`src/rtl/i2c_pkg.sv`:
```
// Shared types and constants for the I2C register target.
package i2c_pkg;

  localparam int unsigned BYTE_W    = 8;
  localparam int unsigned ADDR_W    = 7;
  localparam int unsigned BIT_CNT_W = 3;

  localparam logic [BIT_CNT_W-1:0] BIT_LAST = '1;

  localparam logic I2C_RW_WRITE = 1'b0;
  localparam logic I2C_RW_READ  = 1'b1;
  localparam logic I2C_ACK      = 1'b0;
  localparam logic I2C_NACK     = 1'b1;

  typedef enum logic [3:0] {
    ST_IDLE,
    ST_ADDR,
    ST_ADDR_ACK,
    ST_PTR,
    ST_PTR_ACK,
    ST_WDATA,
    ST_WDATA_ACK,
    ST_RDATA,
    ST_RDATA_ACK
  } i2c_state_e;

endpackage

```
`src/rtl/i2c_target_regs_if.sv`:
```
// Byte-wide register port between the I2C target and the host register file.
interface i2c_target_regs_if;
  import i2c_pkg::*;

  logic              wr_valid;
  logic [BYTE_W-1:0] wr_addr;
  logic [BYTE_W-1:0] wr_data;
  logic [BYTE_W-1:0] rd_addr;
  logic [BYTE_W-1:0] rd_data;

  modport master (
    output wr_valid,
    output wr_addr,
    output wr_data,
    output rd_addr,
    input  rd_data
  );

  modport slave (
    input  wr_valid,
    input  wr_addr,
    input  wr_data,
    input  rd_addr,
    output rd_data
  );

endinterface

```
`src/rtl/i2c_bus_sync.sv`:
```
// Synchronizes SCL/SDA into clk and produces registered edge/START/STOP strobes.
module i2c_bus_sync #(
  parameter int unsigned SYNC_STAGES = 2
) (
  input  logic clk,
  input  logic rst_n,
  input  logic scl_i,
  input  logic sda_i,
  output logic scl_rise_o,
  output logic scl_fall_o,
  output logic start_o,
  output logic stop_o,
  output logic sda_o
);

  localparam int unsigned STAGES = (SYNC_STAGES < 2) ? 2 : SYNC_STAGES;

  logic [STAGES-1:0] scl_sync_q;
  logic [STAGES-1:0] sda_sync_q;
  logic              scl_hist_q;
  logic              sda_hist_q;
  logic              scl_s;
  logic              sda_s;

  assign scl_s = scl_sync_q[STAGES-1];
  assign sda_s = sda_sync_q[STAGES-1];

  // Flops reset to the idle-bus level so releasing reset never fakes an edge.
  always_ff @(posedge clk or negedge rst_n) begin
    if (!rst_n) begin
      scl_sync_q <= '1;
      sda_sync_q <= '1;
      scl_hist_q <= 1'b1;
      sda_hist_q <= 1'b1;
      scl_rise_o <= 1'b0;
      scl_fall_o <= 1'b0;
      start_o    <= 1'b0;
      stop_o     <= 1'b0;
      sda_o      <= 1'b1;
    end else begin
      scl_sync_q <= {scl_sync_q[STAGES-2:0], scl_i};
      sda_sync_q <= {sda_sync_q[STAGES-2:0], sda_i};
      scl_hist_q <= scl_s;
      sda_hist_q <= sda_s;
      scl_rise_o <= scl_s & ~scl_hist_q;
      scl_fall_o <= ~scl_s & scl_hist_q;
      start_o    <= scl_s & scl_hist_q & sda_hist_q & ~sda_s;
      stop_o     <= scl_s & scl_hist_q & ~sda_hist_q & sda_s;
      sda_o      <= sda_s;
    end
  end

endmodule

```
`src/rtl/i2c_target_regs.sv`:
```
// I2C target bridging bus transfers to a byte-wide register port:
// pointer byte first, then auto-incrementing data bytes.
module i2c_target_regs
  import i2c_pkg::*;
#(
  parameter logic [ADDR_W-1:0] DEV_ADDR    = 7'h0E,
  parameter int unsigned       SYNC_STAGES = 2
) (
  input  logic                      clk,
  input  logic                      rst_n,
  input  logic                      scl_i,
  input  logic                      sda_i,
  output logic                      sda_oe,
  output logic                      busy,
  i2c_target_regs_if.master         reg_if
);

  logic scl_rise;
  logic scl_fall;
  logic bus_start;
  logic bus_stop;
  logic sda_s;

  i2c_bus_sync #(
    .SYNC_STAGES (SYNC_STAGES)
  ) u_bus_sync (
    .clk        (clk),
    .rst_n      (rst_n),
    .scl_i      (scl_i),
    .sda_i      (sda_i),
    .scl_rise_o (scl_rise),
    .scl_fall_o (scl_fall),
    .start_o    (bus_start),
    .stop_o     (bus_stop),
    .sda_o      (sda_s)
  );

  i2c_state_e           state_q,    state_d;
  logic [BIT_CNT_W-1:0] bit_cnt_q,  bit_cnt_d;
  logic [BYTE_W-1:0]    shift_q,    shift_d;
  logic [BYTE_W-1:0]    ptr_q,      ptr_d;
  logic                 ptr_inc_q,  ptr_inc_d;
  logic                 rw_q,       rw_d;
  logic                 acked_q,    acked_d;
  logic                 sda_oe_q,   sda_oe_d;
  logic                 busy_q,     busy_d;
  logic                 wr_valid_q, wr_valid_d;
  logic [BYTE_W-1:0]    wr_addr_q,  wr_addr_d;
  logic [BYTE_W-1:0]    wr_data_q,  wr_data_d;
  logic [BYTE_W-1:0]    rx_byte;

  assign rx_byte = {shift_q[BYTE_W-2:0], sda_s};

  always_ff @(posedge clk or negedge rst_n) begin
    if (!rst_n) begin
      state_q    <= ST_IDLE;
      bit_cnt_q  <= '0;
      shift_q    <= '0;
      ptr_q      <= '0;
      ptr_inc_q  <= 1'b0;
      rw_q       <= I2C_RW_WRITE;
      acked_q    <= 1'b0;
      sda_oe_q   <= 1'b0;
      busy_q     <= 1'b0;
      wr_valid_q <= 1'b0;
      wr_addr_q  <= '0;
      wr_data_q  <= '0;
    end else begin
      state_q    <= state_d;
      bit_cnt_q  <= bit_cnt_d;
      shift_q    <= shift_d;
      ptr_q      <= ptr_d;
      ptr_inc_q  <= ptr_inc_d;
      rw_q       <= rw_d;
      acked_q    <= acked_d;
      sda_oe_q   <= sda_oe_d;
      busy_q     <= busy_d;
      wr_valid_q <= wr_valid_d;
      wr_addr_q  <= wr_addr_d;
      wr_data_q  <= wr_data_d;
    end
  end

  // In the *_ACK receive states sda_oe_q doubles as the phase bit:
  // first fall starts the ACK, second fall ends it.
  always_comb begin
    state_d    = state_q;
    bit_cnt_d  = bit_cnt_q;
    shift_d    = shift_q;
    ptr_d      = ptr_q;
    ptr_inc_d  = 1'b0;
    rw_d       = rw_q;
    acked_d    = acked_q;
    sda_oe_d   = sda_oe_q;
    busy_d     = busy_q;
    wr_valid_d = 1'b0;
    wr_addr_d  = wr_addr_q;
    wr_data_d  = wr_data_q;

    if (ptr_inc_q) begin
      ptr_d = ptr_q + BYTE_W'(1);
    end

    if (bus_stop) begin
      state_d  = ST_IDLE;
      sda_oe_d = 1'b0;
      busy_d   = 1'b0;
      acked_d  = 1'b0;
    end else if (bus_start) begin
      state_d   = ST_ADDR;
      bit_cnt_d = '0;
      sda_oe_d  = 1'b0;
      busy_d    = 1'b1;
      acked_d   = 1'b0;
    end else begin
      unique case (state_q)
        ST_ADDR: begin
          if (scl_rise) begin
            shift_d   = rx_byte;
            bit_cnt_d = bit_cnt_q + BIT_CNT_W'(1);
            if (bit_cnt_q == BIT_LAST) begin
              if (rx_byte[BYTE_W-1:1] == DEV_ADDR) begin
                rw_d    = rx_byte[0];
                state_d = ST_ADDR_ACK;
              end else begin
                state_d = ST_IDLE;
              end
            end
          end
        end

        ST_ADDR_ACK: begin
          if (scl_fall) begin
            if (!sda_oe_q) begin
              sda_oe_d = 1'b1;
            end else if (rw_q == I2C_RW_READ) begin
              shift_d   = reg_if.rd_data;
              sda_oe_d  = ~reg_if.rd_data[BYTE_W-1];
              bit_cnt_d = '0;
              state_d   = ST_RDATA;
            end else begin
              sda_oe_d  = 1'b0;
              bit_cnt_d = '0;
              state_d   = ST_PTR;
            end
          end
        end

        ST_PTR: begin
          if (scl_rise) begin
            shift_d   = rx_byte;
            bit_cnt_d = bit_cnt_q + BIT_CNT_W'(1);
            if (bit_cnt_q == BIT_LAST) begin
              ptr_d   = rx_byte;
              state_d = ST_PTR_ACK;
            end
          end
        end

        ST_WDATA: begin
          if (scl_rise) begin
            shift_d   = rx_byte;
            bit_cnt_d = bit_cnt_q + BIT_CNT_W'(1);
            if (bit_cnt_q == BIT_LAST) begin
              wr_valid_d = 1'b1;
              wr_addr_d  = ptr_q;
              wr_data_d  = rx_byte;
              ptr_inc_d  = 1'b1;
              state_d    = ST_WDATA_ACK;
            end
          end
        end

        ST_PTR_ACK, ST_WDATA_ACK: begin
          if (scl_fall) begin
            if (!sda_oe_q) begin
              sda_oe_d = 1'b1;
            end else begin
              sda_oe_d  = 1'b0;
              bit_cnt_d = '0;
              state_d   = ST_WDATA;
            end
          end
        end

        // Each fall shifts out the next bit; the MSB was driven on entry.
        ST_RDATA: begin
          if (scl_fall) begin
            shift_d  = {shift_q[BYTE_W-2:0], 1'b0};
            sda_oe_d = ~shift_q[BYTE_W-2];
          end else if (scl_rise) begin
            bit_cnt_d = bit_cnt_q + BIT_CNT_W'(1);
            if (bit_cnt_q == BIT_LAST) begin
              state_d = ST_RDATA_ACK;
            end
          end
        end

        ST_RDATA_ACK: begin
          if (scl_fall) begin
            if (acked_q) begin
              shift_d   = reg_if.rd_data;
              sda_oe_d  = ~reg_if.rd_data[BYTE_W-1];
              bit_cnt_d = '0;
              acked_d   = 1'b0;
              state_d   = ST_RDATA;
            end else begin
              sda_oe_d = 1'b0;
            end
          end else if (scl_rise) begin
            if (sda_s == I2C_ACK) begin
              ptr_inc_d = 1'b1;
              acked_d   = 1'b1;
            end else begin
              state_d = ST_IDLE;
            end
          end
        end

        default: begin
        end
      endcase
    end
  end

  assign sda_oe          = sda_oe_q;
  assign busy            = busy_q;
  assign reg_if.wr_valid = wr_valid_q;
  assign reg_if.wr_addr  = wr_addr_q;
  assign reg_if.wr_data  = wr_data_q;
  assign reg_if.rd_addr  = ptr_q;

endmodule

```
`src/flat_wrapper.sv`:
```
// flat-port wrapper written by rule: the top's interface ports become plain ports
module i2c_target_regs_flat import i2c_pkg::*;
#(
  parameter logic [ADDR_W-1:0] DEV_ADDR    = 7'h0E,
  parameter int unsigned       SYNC_STAGES = 2
)
  (clk, rst_n, scl_i, sda_i, sda_oe, busy, reg_if_wr_valid, reg_if_wr_addr, reg_if_wr_data, reg_if_rd_addr, reg_if_rd_data);
  i2c_target_regs_if reg_if_i ();
  input  logic clk;
  input  logic rst_n;
  input  logic scl_i;
  input  logic sda_i;
  output logic sda_oe;
  output logic busy;
  output wire logic [$bits(reg_if_i.wr_valid)-1:0] reg_if_wr_valid;
  output wire logic [$bits(reg_if_i.wr_addr)-1:0] reg_if_wr_addr;
  output wire logic [$bits(reg_if_i.wr_data)-1:0] reg_if_wr_data;
  output wire logic [$bits(reg_if_i.rd_addr)-1:0] reg_if_rd_addr;
  input wire logic [$bits(reg_if_i.rd_data)-1:0] reg_if_rd_data;
  assign reg_if_wr_valid = reg_if_i.wr_valid;
  assign reg_if_wr_addr = reg_if_i.wr_addr;
  assign reg_if_wr_data = reg_if_i.wr_data;
  assign reg_if_rd_addr = reg_if_i.rd_addr;
  assign reg_if_i.rd_data = reg_if_rd_data;
  i2c_target_regs #(.DEV_ADDR(DEV_ADDR), .SYNC_STAGES(SYNC_STAGES)) u_core (.clk(clk), .rst_n(rst_n), .scl_i(scl_i), .sda_i(sda_i), .sda_oe(sda_oe), .busy(busy), .reg_if(reg_if_i));
endmodule
```
`config.mk`:
```
export PLATFORM = sky130hd
export DESIGN_NAME = i2c_target_regs_flat
export DESIGN_NICKNAME = d
export VERILOG_FILES = /design/src/rtl/i2c_pkg.sv /design/src/rtl/i2c_target_regs_if.sv /design/src/rtl/i2c_bus_sync.sv /design/src/rtl/i2c_target_regs.sv /design/src/flat_wrapper.sv
export SDC_FILE = /design/constraint.sdc
export NUM_CORES = 1
export LEC_CHECK = 0
export ABC_AREA = 1
export CORE_ASPECT_RATIO = 0.7
export CORE_MARGIN = 3
export CORE_UTILIZATION = 45
export DETAILED_ROUTE_END_ITERATION = 7
export PLACE_DENSITY = 0.65
export SKIP_LAST_GASP = 1
export SYNTH_ARGS = -nofsm -noshare
export SYNTH_HDL_FRONTEND = slang
export SYNTH_HIERARCHICAL = 1
export SYNTH_SLANG_ARGS = --single-unit
```
`constraint.sdc`:
```
create_clock -name clk -period 2 [get_ports clk]
set_input_delay 0.4 -clock clk [delete_from_list [all_inputs] [get_ports clk]]
set_output_delay 0.4 -clock clk [all_outputs]
set_load 0.02 [all_outputs]
```
==> results.json, run 1 <==
{
  "worst_skew_pair.late_latency_ns": 0.30,
  "area_delta_synth_final_pct": 21.8,
  "synth_nets": 372,
  "synth_top_family_by_area": "simple AND/OR/NAND/NOR gates",
  "setup_viol": 0,
  "grt_antenna_before_repair": 0,
  "vias_in_the_first_global_route": 2329,
  "layout-drive-gt1-share_pct": 11.9,
  "worst_path_largest_cell_delay_ns": 0.45,
  "switching_power_uw": 1140,
  "timing.clock.skew_ns": 0.00752,
  "cts_buffers": 5,
  "switching_share_pct": 37.2,
  "max-cap-violations": 0,
  "postCtsResizedCells": 0,
  "criticalPathCategory": "reg -> reg",
  "cellLeakagePower_uw": 0.00173,
  "worst_hold_path.endpoint": "u_core/u_bus_sync/sda_sync_q[1]",
  "gr-total-overflow": 0,
  "critical-path-slowest-cell": "dfrtp_1",
  "antenna_cells_inserted": 0,
  "detail_route.iter0.violations": 175,
  "floorplan.initialDensity_pct": 47.3,
  "die_area_um2": 7130,
  "worstSetupStartpointType": "register",
  "synth_top_area_share_pct": 43.5,
  "synthMuxAreaShare_pct": 0,
  "hold_path_startpoint": "u_core/u_bus_sync/sda_sync_q[0]",
  "fin_total_pwr_uw": 3070,
  "slew_headroom_pct": 69.5,
  "synth_simple_gate_area_share_pct": 29.3,
  "place_ws_ns": 0.233,
  "synthDominantAreaCellType": "dfrtp_1",
  "synth_cells": 357,
  "r2r_cells": 8,
  "cts-htree-levels": 2,
  "route.detailed.wl_per_inst_um": 14.0,
  "postPlaceCellArea_um2": 3240,
  "syn-cell-area_um2": 2760,
  "synth_seq_area_share_pct": 49.2,
  "yosys.cell_count.top_type": "nand2_1",
  "fraction_of_power_consumed_by_combinational_cells_pct": 31.6,
  "track_usage_pct": 19.7,
  "io-pin-count": 39,
  "vias": 2472,
  "fin_tns_setup_ns": 0,
  "final_antenna_net_count": 0,
  "yosys.cell_types.count": 29,
  "overall_routed_net_length_mm": 6.73,
  "holdPathStages": 0,
  "clk_path_buf_depth": 2,
  "regToRegStartpoint": "u_core/u_bus_sync/stop_o",
  "clock_tree_from_tritoncts": "built",
  "worst_ep_required_time_ns": 2.19,
  "ys.warnings.count": 6,
  "clock_root_buffer": "clkbuf_8",
  "cp.arrival_ns": 2.03,
  "synthTopCellsByArea": "dfrtp_1, nand2_1, dfstp_2",
  "placeableCoreArea_um2": 5840,
  "post-route-worst-setup-slack_ns": 0.161,
  "reg2reg_to": "u_core/shift_q[3]",
  "routabilityCongestion": 0.974,
  "critPathCaptureType": "register",
  "worst-slew-pin-transition_ns": 0.457,
  "crit_fanout": 14,
  "synth_async_sr_flop_share_pct": 100,
  "finalWorstPathRequiredPeriod_ns": 1.84,
  "die_x_um": 99.7,
  "design.final.nets": 418,
  "detailed_place_hpwl_mm": 5.15,
  "synthTopCellsByCount": "nand2_1, dfrtp_1, nor2_1",
  "detail_route.drc_violations": 0,
  "pin_count_of_the_biggest_net_entering_global_routing": 32,
  "cts.sink_count": 54,
  "numPlacedInstances": 470,
  "grt_first_pass_wirelength_mm": 11.2,
  "hold_violations": 0,
  "report.final.slew_viol_count": 0,
  "max_freq_mhz": 544,
  "fin_area_um2": 3370,
  "clk_transition_reported_paths_ns": 0.09,
  "cell_row_count": 23,
  "synth-xor-area-share_pct": 0.951,
  "rsz0062_at_grt": "no",
  "power.ir.vdd_worst_v": 0.000512,
  "synth_edf_count": 0,
  "r2r_slack_ns": 0.16,
  "floorplan.die.height_um": 71.6,
  "mean_area_per_synthesized_cell_um2": 7.74,
  "synth_compound_area_share_pct": 11.7,
  "synth-main-ff-cell": "dfrtp_1",
  "drt-pass1-iter-count": 6,
  "internal_power_uw": 1930,
  "class_of_the_tightest_hold_or_removal_check": "reg -> reg",
  "port_buffers": 38,
  "ys_ff_latch": 54,
  "post-route-period-util_pct": 91.9,
  "vias_per_cell": 5.16,
  "seqPwrFrac_pct": 44.6,
  "chain_of_cells_forming_the_critical_path": "inv_2 > nand2_2 > inv_2 > nand2_1 > nor2_1 > nand4_2 > nand2_1 > o21ai_2",
  "clock_power_share_pct": 23.8,
  "post_synthesis_adder_cell_area_fraction_pct": 1.36,
  "outcome": "finished, final reports clean",
  "layoutNonFillerInstCount": 479,
  "postCtsSetupRepairBufs": 0,
  "p_per_area_nw_per_um2": 912
}
==> cell type report <==
cell class	instances	area, µm²
Inverter	43	161
Clock buffer	5	68.8
Multi-Input combinational cell	254	1200
Clock inverter	3	43.8
Timing Repair Buffer	45	443
Fill cell	524	2480
Tap cell	75	93.8
Sequential cell	54	1360
==> how the worst max path moves through the flow <==
stage                                   from                 to  slack (ns)  cells after the start
floorplan           u_core/u_bus_sync/stop_o  u_core/shift_q[6]        0.58                      9
global placement           u_core/state_q[0]  u_core/state_q[1]        0.25                      9
detailed placement  u_core/u_bus_sync/stop_o  u_core/shift_q[3]        0.23                      8
CTS                 u_core/reg_if.rd_addr[3]  reg_if_rd_addr[3]        0.20                      1
global route               u_core/state_q[3]  u_core/shift_q[0]        0.04                      6
finish              u_core/u_bus_sync/stop_o  u_core/shift_q[3]        0.16                      8
==> power groups by stage <==
stage | Combinational [µW] | Sequential, µW | Clock [µW]
after global placement | 959 | 1380 | 0
after CTS | 967 | 1360 | 757
after detailed placement | 959 | 1380 | 0
after global routing | 1100 | 1380 | 802
final | 970 | 1370 | 730
after floorplan | 718 | 1360 | 0
==> stage by stage <==
| step | util, % | hold WS [ns] |
|---|---|---|
| 2_1_floorplan | - | 0.104 |
| 3_3_place_gp | 55.5 | 0.302 |
| 3_5_place_dp | 55.5 | 0.296 |
| 4_1_cts | 57.6 | 0.362 |
| 5_1_grt | 57.6 | 0.363 |
| 6_report | 57.6 | 0.360 |
==> registers in the layout (all words and copies together), names as in the netlist <==
register	flops
u_core/u_bus_sync/start_o	1
u_core/shift_q	7
u_core/u_bus_sync/sda_o	1
u_core/ptr_inc_q	1
u_core/reg_if.wr_data	8
u_core/busy	1
u_core/u_bus_sync/scl_sync_q	2
u_core/u_bus_sync/stop_o	1
u_core/reg_if.rd_addr	8
u_core/acked_q	1
u_core/u_bus_sync/sda_sync_q	2
u_core/u_bus_sync/scl_hist_q	1
u_core/rw_q	1
u_core/sda_oe	1
u_core/bit_cnt_q	3
u_core/state_q	4
u_core/reg_if.wr_addr	8
u_core/u_bus_sync/scl_rise_o	1
u_core/u_bus_sync/scl_fall_o	1
u_core/reg_if.wr_valid	1
==> metal layers <==
metal  global-route usage (%)  part of all wire, %  wire (µm)  vias up
li1                         -                    -          -     1231
met1                     30.7                   52       3520     1129
met2                     27.2                   40       2670      106
met3                     5.35                  7.3        490        6
met4                     4.39                 0.76         51        0
met5                        0                    0          0        -
==> critical path, delay by kind of cell, from the launching register on <==
kind	cells	cell delay (ns)
AO/OA/AOI/OAI	1	0.07
buffers and inverters	2	0.30
flip-flops	1	0.45
AND/OR/NAND/NOR	5	0.91
==> what timing repair did <==
action                                  CTS  global route
hold endpoints to repair                 10             0
endpoints found under the setup margin    0             0
hold buffers                              1             0
==> cells in the final DEF (no fill, tap or decap), types with 2 or more instances in the layout <==
cell type and instances:
nand2_1 115, dfrtp_1 48, clkdlybuf4s50_1 37, nor2_1 36
inv_1 35, o21ai_0 20, nand3_1 19, a21oi_1 9
inv_2 8, o21ai_1 8, o21ai_2 7, nor2_2 6
nand4_1 6, dfstp_2 6, clkbuf_8 5, buf_4 5
nor3_1 4, o21bai_1 4, nand2_2 3, xor2_1 3
o22ai_1 3, ha_1 3, or2_2 2, a31oi_1 2
==> cell families (layout without fill, tap and decap cells) <==
kind of cell             Yosys count  count (layout)
XOR/XNOR                           3               3
adder cells (fa/ha/maj)            3               3
buffers and inverters             49              96
AO/OA/AOI/OAI                     55              55
flip-flops                        54              54
AND/OR/NAND/NOR                  193             193
Note: power is estimated with default switching activity, not from simulation.
==> run 2: changes to the inputs <==
--- a/config.mk
+++ b/config.mk
@@ -8,9 +8,10 @@
 export ABC_AREA = 1
 export CORE_ASPECT_RATIO = 0.7
 export CORE_MARGIN = 3
-export CORE_UTILIZATION = 45
+export CORE_UTILIZATION = 54
 export DETAILED_ROUTE_END_ITERATION = 7
-export PLACE_DENSITY = 0.65
+export MAX_ROUTING_LAYER = met4
+export PLACE_DENSITY = 0.76
 export SKIP_LAST_GASP = 1
 export SYNTH_ARGS = -nofsm -noshare
 export SYNTH_HDL_FRONTEND = slang
==> run 2 against run 1 <==
Effect of this change:
- clock power fell by 17%
- cell area is 1.5% lower
- hold slack got worse by 0.32 ns
- sequential share of layout area is 0.61 points higher
- clock skew about the same
- critical path depth decreased by 7
- total power decreased by 3.0%
- via count is 1.9% higher
- first-iteration DRC count increased by 70%
- core utilization grew 11 points
- wire length is 2.4% higher
- cell count is 1.9% lower
==> results.json, run 2 (same netlist as run 1, synthesis figures left out) <==
{
  "grt_first_pass_wirelength_mm": 11.3,
  "cts_buffers": 5,
  "pin_count_of_the_biggest_net_entering_global_routing": 37,
  "antenna_cells_inserted": 0,
  "worst_ep_required_time_ns": 1.60,
  "clock_power_share_pct": 20.3,
  "drt-pass1-iter-count": 5,
  "routabilityCongestion": 0.966,
  "max_freq_mhz": 556,
  "setup_viol": 0,
  "clk_path_buf_depth": 2,
  "hold_violations": 0,
  "seqPwrFrac_pct": 45.7,
  "cp.arrival_ns": 1.40,
  "rsz0062_at_grt": "no",
  "criticalPathCategory": "reg -> out",
  "vias": 2519,
  "class_of_the_tightest_hold_or_removal_check": "in -> async",
  "chain_of_cells_forming_the_critical_path": "clkdlybuf4s50_1",
  "postCtsSetupRepairBufs": 0,
  "hold_buffer_count_at_cts": 0,
  "numPlacedInstances": 462,
  "max-cap-violations": 0,
  "cts-htree-levels": 2,
  "area_delta_synth_final_pct": 20.0,
  "layout.cells.most_common": "nand2_1",
  "clock_tree_from_tritoncts": "built",
  "timing.clock.skew_ns": 0.00756,
  "r2r_slack_ns": 0.23,
  "layoutNonFillerInstCount": 470,
  "fin_tns_setup_ns": 0,
  "floorplan.initialDensity_pct": 56.8,
  "track_usage_pct": 25.2,
  "detailed_place_hpwl_mm": 5.31,
  "fin_hold_ws_ns": 0.0371,
  "p_per_area_nw_per_um2": 898,
  "clock_root_buffer": "clkbuf_8",
  "die_area_um2": 6020,
  "io-pin-count": 39,
  "cts.sink_count": 54,
  "worstSetupStartpointType": "register",
  "cell_row_count": 21,
  "crit_buf_inv": 1,
  "overall_routed_net_length_mm": 6.88,
  "placeableCoreArea_um2": 4860,
  "gr-total-overflow": 0,
  "internal_power_uw": 1810,
  "switching_power_uw": 1170,
  "fraction_of_power_consumed_by_combinational_cells_pct": 34.0,
  "final.fill_count": 405,
  "design.final.nets": 415,
  "outcome": "finished, final reports clean",
  "vias_per_cell": 5.36,
  "critPathCaptureType": "primary output",
  "critical-path-slowest-cell": "clkdlybuf4s50_1",
  "floorplan.die.height_um": 65.8,
  "detail_route.iter0.violations": 297,
  "vias_in_the_first_global_route": 2355,
  "report.final.slew_viol_count": 0,
  "finalWorstPathRequiredPeriod_ns": 1.80,
  "grt_antenna_before_repair": 0,
  "cpLargestDelayFamily": "buffers and inverters",
  "route.detailed.wl_per_inst_um": 14.6,
  "post-route-period-util_pct": 89.9,
  "worst_path_largest_cell_delay_ns": 0.64,
  "crit_fanout": 6,
  "worst-slew-pin-transition_ns": 0.483,
  "power.ir.vdd_worst_v": 0.000592,
  "mostFrequentLayoutCells": "nand2_1, dfrtp_1, clkdlybuf4s50_1",
  "cellLeakagePower_uw": 0.00171,
  "slew_headroom_pct": 67.8,
  "port_buffers": 38,
  "clk_transition_reported_paths_ns": 0.10,
  "switching_share_pct": 39.3,
  "detail_route.drc_violations": 0,
  "layout-drive-gt1-share_pct": 11.2,
  "die_x_um": 91.5,
  "worst_skew_pair.late_latency_ns": 0.31,
  "postCtsResizedCells": 0,
  "final_antenna_net_count": 0
}
## run 2: cell types whose count changed in the layout (fill, tap and decap cells not counted), sizes merged
cell,delta
buf,-2
bufinv,-1
clkbuf,+1
clkinv,+1
dlygate4sd3,-1
inv,-1
## run 2: power groups by stage
stage                     logic (µW)  clock network (µW)  registers [µW]
after global placement           944                   0            1370
after global routing            1130                 655            1380
final                           1010                 604            1360
after detailed placement         982                   0            1380
after floorplan                  718                   0            1360
after CTS                        989                 621            1360
## run 2: cell type report
cell class / instances / area [µm²] / share of cell area [%]
Clock buffer: 6 / 72.6 / 2.19
Clock inverter: 2 / 13.8 / 0.415
Inverter: 43 / 161 / 4.87
Multi-Input combinational cell: 254 / 1200 / 36.3
Sequential cell: 54 / 1360 / 41.0
Tap cell: 69 / 86.3 / 2.60
Timing Repair Buffer: 42 / 418 / 12.6
## run 2: final timing paths
kind	startpoint	to	depth (start not counted)
setup reg to reg	u_core/state_q[2]	u_core/bit_cnt_q[0]	10
max in group asynchronous	rst_n	u_core/u_bus_sync/scl_sync_q[1]	2
setup / recovery	u_core/reg_if.rd_addr[3]	reg_if_rd_addr[3]	1
min in group clk	u_core/u_bus_sync/scl_sync_q[0]	u_core/u_bus_sync/scl_sync_q[1]	0
hold / removal	rst_n	u_core/state_q[1]	1
hold reg to reg	u_core/u_bus_sync/scl_sync_q[0]	u_core/u_bus_sync/scl_sync_q[1]	0
## run 2: through the flow
stage / setup WS, ns / power, µW / utilization (%) / area [µm²]
5_1_grt: 0.0606 / 3170 / 68.2 / 3320
3_3_place_gp: 0.194 / 2320 / 66.3 / 3220
4_1_cts: 0.127 / 2970 / 68.0 / 3310
2_1_floorplan: 0.578 / 2070 / - / 2760
6_report: 0.201 / 2980 / 68.2 / 3320
3_5_place_dp: 0.150 / 2360 / 66.3 / 3220
## run 2: routing by layer
metal  vias to the layer above  track usage [%]  wire, µm
met5                         -                -         0
met2                        98             36.6      2970
met3                        12             6.60       511
met4                         0             6.77        89
met1                      1175             35.2      3310
li1                       1234                -         -
